===== src/rtl/pipeline_hazard_ctrl.sv =====
// Hazard/stall controller for the 5-stage RV32 pipeline: stage hold/flush controls,
// EX operand forwarding selects, mul/div EX occupancy sequencing and dmem-wait freeze.
module pipeline_hazard_ctrl #(
    parameter int MULDIV_LAT = 4,
    parameter int CNT_W      = 4
) (
    input  logic             CLK,
    input  logic             RST,
    input  logic [4:0]       id_rs1,
    input  logic [4:0]       id_rs2,
    input  logic             id_use_rs1,
    input  logic             id_use_rs2,
    input  logic [4:0]       ex_rs1,
    input  logic [4:0]       ex_rs2,
    input  logic [4:0]       ex_rd,
    input  logic             ex_reg_write,
    input  logic             ex_mem_read,
    input  logic             ex_muldiv,
    input  logic             ex_redirect,
    input  logic [4:0]       mem_rd,
    input  logic             mem_reg_write,
    input  logic             mem_access,
    input  logic             dmem_ready,
    input  logic [4:0]       wb_rd,
    input  logic             wb_reg_write,
    output logic [1:0]       fwd_a,
    output logic [1:0]       fwd_b,
    output logic             hold_pc,
    output logic             hold_ifid,
    output logic             hold_idex,
    output logic             hold_exmem,
    output logic             hold_memwb,
    output logic             flush_ifid,
    output logic             flush_idex,
    output logic             flush_exmem,
    output logic             muldiv_busy,
    output logic [31:0]      stall_cycles
);

    typedef enum logic {RUN, MDIV} state_t;

    state_t           r_state;
    state_t           w_state_nxt;
    logic [CNT_W-1:0] r_cnt;
    logic [CNT_W-1:0] w_cnt_nxt;
    logic [31:0]      r_stall;
    logic             w_freeze;
    logic             w_load_use;

    assign w_freeze   = mem_access & ~dmem_ready;
    assign w_load_use = ex_mem_read & ex_reg_write & (ex_rd != 5'd0) &
                        ((id_use_rs1 & (id_rs1 == ex_rd)) |
                         (id_use_rs2 & (id_rs2 == ex_rd)));

    // Priority: freeze > redirect > mul/div sequencing > load-use.
    always_comb begin
        w_state_nxt = r_state;
        w_cnt_nxt   = r_cnt;
        hold_pc     = 1'b0;
        hold_ifid   = 1'b0;
        hold_idex   = 1'b0;
        hold_exmem  = 1'b0;
        hold_memwb  = 1'b0;
        flush_ifid  = 1'b0;
        flush_idex  = 1'b0;
        flush_exmem = 1'b0;
        if (!RST) begin
            if (w_freeze) begin
                hold_pc    = 1'b1;
                hold_ifid  = 1'b1;
                hold_idex  = 1'b1;
                hold_exmem = 1'b1;
                hold_memwb = 1'b1;
            end else if (ex_redirect) begin
                flush_ifid = 1'b1;
                flush_idex = 1'b1;
            end else if (r_state == MDIV) begin
                if (r_cnt != '0) begin
                    hold_pc     = 1'b1;
                    hold_ifid   = 1'b1;
                    hold_idex   = 1'b1;
                    flush_exmem = 1'b1;
                    w_cnt_nxt   = r_cnt - 1'b1;
                end else begin
                    w_state_nxt = RUN;
                end
            end else if (ex_muldiv) begin
                hold_pc     = 1'b1;
                hold_ifid   = 1'b1;
                hold_idex   = 1'b1;
                flush_exmem = 1'b1;
                w_cnt_nxt   = CNT_W'(MULDIV_LAT - 2);
                w_state_nxt = MDIV;
            end else if (w_load_use) begin
                hold_pc    = 1'b1;
                hold_ifid  = 1'b1;
                flush_idex = 1'b1;
            end
        end
    end

    // MEM result is younger than WB, so it wins when both match; x0 never forwards.
    always_comb begin
        fwd_a = 2'b00;
        fwd_b = 2'b00;
        if (!RST) begin
            if (mem_reg_write && (mem_rd != 5'd0) && (mem_rd == ex_rs1))
                fwd_a = 2'b10;
            else if (wb_reg_write && (wb_rd != 5'd0) && (wb_rd == ex_rs1))
                fwd_a = 2'b01;
            if (mem_reg_write && (mem_rd != 5'd0) && (mem_rd == ex_rs2))
                fwd_b = 2'b10;
            else if (wb_reg_write && (wb_rd != 5'd0) && (wb_rd == ex_rs2))
                fwd_b = 2'b01;
        end
    end

    always_ff @(posedge CLK) begin
        if (RST) begin
            r_state <= RUN;
            r_cnt   <= '0;
            r_stall <= '0;
        end else begin
            r_state <= w_state_nxt;
            r_cnt   <= w_cnt_nxt;
            if (hold_pc && (r_stall != '1))
                r_stall <= r_stall + 32'd1;
        end
    end

    assign muldiv_busy  = ~RST & (r_state == MDIV);
    assign stall_cycles = r_stall;

endmodule


===== config.mk =====
export PLATFORM = sky130hd
export DESIGN_NAME = pipeline_hazard_ctrl
export DESIGN_NICKNAME = d
export VERILOG_FILES = /design/src/rtl/pipeline_hazard_ctrl.sv
export SDC_FILE = /design/constraint.sdc
export NUM_CORES = 1
export LEC_CHECK = 0
export CAP_MARGIN = 10
export CELL_PAD_IN_SITES_DETAIL_PLACEMENT = 1
export CELL_PAD_IN_SITES_GLOBAL_PLACEMENT = 1
export CORE_MARGIN = 8
export CORE_UTILIZATION = 35
export CTS_BUF_LIST = sky130_fd_sc_hd__clkbuf_8
export CTS_CLUSTER_SIZE = 28
export DETAILED_ROUTE_END_ITERATION = 8
export PLACE_DENSITY = 0.93
export SETUP_SLACK_MARGIN = 0.4
export SYNTH_ARGS = -nofsm -noshare
export SYNTH_HDL_FRONTEND = slang
export SYNTH_SLANG_ARGS = --single-unit

===== constraint.sdc =====
create_clock -name CLK -period 8.9 [get_ports CLK]
set_clock_uncertainty 0.15 [all_clocks]
set_input_delay 2.67 -clock CLK [delete_from_list [all_inputs] [get_ports CLK]]
set_output_delay 2.67 -clock CLK [all_outputs]
set_load 0.01 [all_outputs]

Word-level counts from Yosys, hierarchy flattened
Cells that the tools add are included.
- flip-flop bits (word level): 37
- input bits: 47
- output and inout bits: 45
- word-level logic and storage cells: 72
- $add $sub $neg: 2
- equal/unequal tests: 8
- muxes and demuxes: 33
- bitwise logic cells: 12
- reduce and logical (&&, ||, !) cells: 14
- operators with widths (kind ; count):
    $add A32 B1 Y32 const B ; 1
    $ne A32 B32 Y1 const B ; 1
    $eq A5 B5 Y1 ; 6
    $mux W1 ; 26
    $reduce_bool A5 Y1 ; 3
    $mux W4 ; 3
    $mux W2 ; 4
    $and A1 B1 Y1 ; 7
    $logic_and A1 B1 Y1 ; 7
    $not A1 Y1 ; 4
    $reduce_and A4 Y1 ; 1
    $reduce_bool A4 Y1 ; 1
    $sub A4 B1 Y4 const B ; 1
    $ne A2 B1 Y1 const B ; 1
    $reduce_and A2 Y1 ; 1
    $reduce_bool A2 Y1 ; 1
    $or A1 B1 Y1 ; 1

Longest topological paths before layout
Gate-level depths: netlist (run 1).
- depth in word-level cells: 11
- mapped depth: 11
- mapped depth without buffers: 9

Worst setup path after synthesis (run 1)
Ideal clock, no wire load.
- kind: input to output
- start point: in ex_rd[0]
- end point: out hold_pc
- data arrival time: 4.236 ns
- data required time: 6.080 ns
- path slack: 1.844 ns
- stages: 7
- buffers on the path: 3
- cells stage by stage: or3_1 > o311a_1 > a31oi_1 > clkbuf_1 > buf_2 > inv_1 > buf_4
- word-level cells in the longest chain between the ends: 10
- elaborated cells between the ends (all ways): 14
- ends and longest elaborated chain (what ; line ; source):
    from (decl) ; 15 ; input logic [4:0] ex_rd,
    $eq A5 B5 Y1 (on tied branches) ; 52, 53 ;
    $and A1 B1 Y1 (on tied branches) ; 52, 53 ;
    $or A1 B1 Y1 ; 52 ; ((id_use_rs1 & (id_rs1 == ex_rd)) |
    $and A1 B1 Y1 * ; 51 ; assign w_load_use = ex_mem_read & ex_reg_write & (ex_rd != 5'd0) &
    $mux W1 * (6 in series) ; -- ;
    to (decl) ; 28 ; output logic hold_pc,
Mark *: on every way between the ends. The rest lies on a longest branch, timed or not.

Worst setup path after layout (run 1)
- start point: in mem_rd[1]
- end point: out fwd_a[0]
- word-level cells in the longest chain between the ends: 5
- elaborated cells between the ends (all ways): 6
- ends and longest elaborated chain (what ; line ; source):
    from (decl) ; 20 ; input logic [4:0] mem_rd,
    $reduce_bool A5 Y1 ; 107 ; if (mem_reg_write && (mem_rd != 5'd0) && (mem_rd == ex_rs1))
    $logic_and A1 B1 Y1 ; 107 ;
    $logic_and A1 B1 Y1 * ; 107 ;
    $mux W2 * ; 107 ;
    $mux W2 * ; 106 ; if (!RST) begin
    to (decl) ; 26 ; output logic [1:0] fwd_a,
Marks and branches as above.

==> impl_metrics.toml, run 1 <==
[synthesis]
synth_top_cells_by_count = "dfxtp_1 (37), nand2_1 (24), nor2_1 (24), xnor2_1 (20), a21oi_1 (17)"
synth-seq-cells = 37
syn_area_um2 = 2520
ys_warn_count = 0
syn-num-nets = 362
synthCells = 312
ys_seq_area_share_pct = 29.4
synth.most_common_cell = "dfxtp_1"
async_reset_ff_share_pct = 0
avgSynthCellArea_um2 = 8.07
synth.top_cell.area_share_pct = 29.4
synthTopCellsByArea = "dfxtp_1 (29%), xnor2_1 (7.0%), mux2_2 (5.4%)"
yosysUniqueCellTypes = 44
yosysTopAreaCell = "dfxtp_1"
synth-edff-count = 0
ys.flop_type = "dfxtp_1"

[routing]
post_drt_wl_per_cell_um = 17.4
ant_nets = 0
wl_met1_um = 3680
drt_pass1_iterations = 4
drcViolationCount = 0
drt-initial-drc-count = 80
wl_met3_um = 763
highest_layer = "met4"
vias = 2679
wirelength_um = 8580
wl_met2_um = 3940
viasPerCell = 5.43

[grt]
grt_pass1_vias = 2929
gr-usage-all-layers_pct = 17.5
grt_antenna_before_repair = 0
grt_max_degree = 51
gr-total-overflow = 0
grt_pass1_wl_um = 14400

[critical_path]
endpoint_kind = "output port"
crit-reg2reg-capture = "stall_cycles[20]"
reg2reg_setup_slack_ns = 5.79
critPathKind = "in -> out"
ff2ff_path_depth = 7
cp_max_fo = 4
crit_arrival_ns = 5.10
required_ns = 6.08
start_kind = "input port"
crit-reg2reg-launch = "stall_cycles[0]"

[cts]
clock_latency_ns = 0.29
cts_hold_buf = 0
postCtsSetupBuffers = 0
ctsLongestPathBuffers = 2
clkTransAtPathRegs_ns = 0.08
cts_resized = 0
cts_tree = "done"
cts_buffers = 5
h-tree-depth = 2
cts-root-buf = "clkbuf_8"
cts_sinks = 37

[floorplan]
fp.dieW_um = 101
num_rows = 31
start_util_pct = 35.5
die-height_um = 101
ios = 92
die_area_um2 = 10200
core_area_um2 = 7100

[place]
pre_cts_slack_ns = 1.00
hpwl_um = 6740
gp_congestion = 0.949
portBuffers = 91

[sta]
rsz0062_at_grt = "false"
post-route-period-util_pct = 88.9
fmax_mhz = 126
finalSetupViolCount = 0
max-slew-margin-rel_pct = 42.4
tightest_slew_ns = 0.864
fin_ws_ns = 0.985
period_minus_slack_ns = 7.92
slew_violations = 0
finalSetupTns_ns = 0
hold_viol = 0

[layout]
drive_above_1_share_pct = 7.11
areaGrowthSynthToFinish_pct = 42.9
finalNetCount = 444
antennaDiodeCount = 0

[worst_hold_path]
whs_endpoint = "stall_cycles[7]"
hold_class = "reg -> reg"
holdCritStartpoint = "stall_cycles[7]"
holdPathStages = 2

[power]
ir_worst_vdd_mv = 0.0448
powerDensity_nw_per_um2 = 106
leakagePower_uw = 0.00121

[run]
cap_violations = 0

[outcome]
status = "finished clean"
[cells by family after synthesis]
logic type,synth area share [%]
AND/OR/NAND/NOR,35.7
AO/OA/AOI/OAI,12.3
flip-flops,29.4
XOR/XNOR,10.4
buffers and inverters,4.07
multiplexers,6.56
adder cells (fa/ha/maj),1.49
[cell usage in the layout (no fill, tap or decap), types with 2 or more instances in the layout]
cell type        netlist  final
o311ai_0               2      2
o211ai_1               2      2
nor2b_1               14     14
inv_1                  5      5
buf_4                  3      2
a21oi_1               17     17
or4_1                 14     14
or3_1                  8      8
nand4_1               14     14
o41ai_1                2      2
nand4_4                2      2
o31ai_1               10     10
mux2i_1                3      3
a21o_1                 2      2
nand2_1               24     24
xnor2_1               20     20
o21ai_0                8      8
dfxtp_1               37     37
nand3_1               15     15
and3_1                 3      3
mux2_2                12     12
nor4_1                 9      9
clkdlybuf4s50_1        0     90
and4_1                 3      3
xor2_1                10     10
nor3_1                14     14
nor2_1                24     24
clkbuf_8               0      5
ha_1                   3      3
and2_1                 4      4
[area by class of cell]
type	instances	area, um2
Clock inverter	2	35.0
Inverter	5	18.8
Multi-Input combinational cell	252	1690
Fill cell	832	3500
Timing Repair Buffer	93	921
Tap cell	99	124
Sequential cell	37	741
Clock buffer	5	68.8
[worst max-delay path, stage by stage]
cell and delay (ns):
clkdlybuf4s50_1 0.48, or4_1 0.55, o21ai_0 0.38, nor3_1 0.12, nor4_1 0.30, clkdlybuf4s50_1 0.60
[flip-flops by register name, summed over array words and instances (netlist names)]
name,cells
r_cnt,4
r_state,1
stall_cycles,32
[metal layers]
metal / global-route usage, % / up-vias
met4: 7.79 / 0
met2: 28.8 / 96
met1: 19.4 / 1254
met3: 6.98 / 15
met5: 0 / -
li1: - / 1314
[power by group]
group	total (uW)	internal (uW)	switching [uW]
sequential	169	167	1.98
clock	142	81.5	60.7
combinational	70.0	37.1	32.9
[per-stage QoR]
stage               std cells  area (um2)  hold WS [ns]  total power, uW  util [%]
detailed placement        486        3490         0.357              243      49.2
CTS                       493        3600         0.369              385      50.7
floorplan                 312        2520         0.322              204         -
finish                    493        3600         0.364              381      50.7
global placement          486        3490         0.334              240      49.2
global route              493        3600         0.395              398      50.7
[worst max path at each step]
stage | from | slack (ns) | endpoint
final | mem_rd[1] | 0.98 | fwd_a[0]
after global routing | mem_rd[2] | 0.85 | fwd_a[0]
after CTS | mem_rd[1] | 0.99 | fwd_a[0]
after detailed placement | mem_rd[1] | 1.00 | fwd_a[0]
after global placement | mem_rd[1] | 1.07 | fwd_a[0]
after floorplan | ex_rd[0] | 1.84 | hold_pc
(Power assumes the default switching activity.)
==> run 2: changes to the inputs <==
Settings changed: SLEW_MARGIN set to 5.
==> results of run 2 <==
Same layout as run 1: the final DEF is identical, and so are final timing and power.
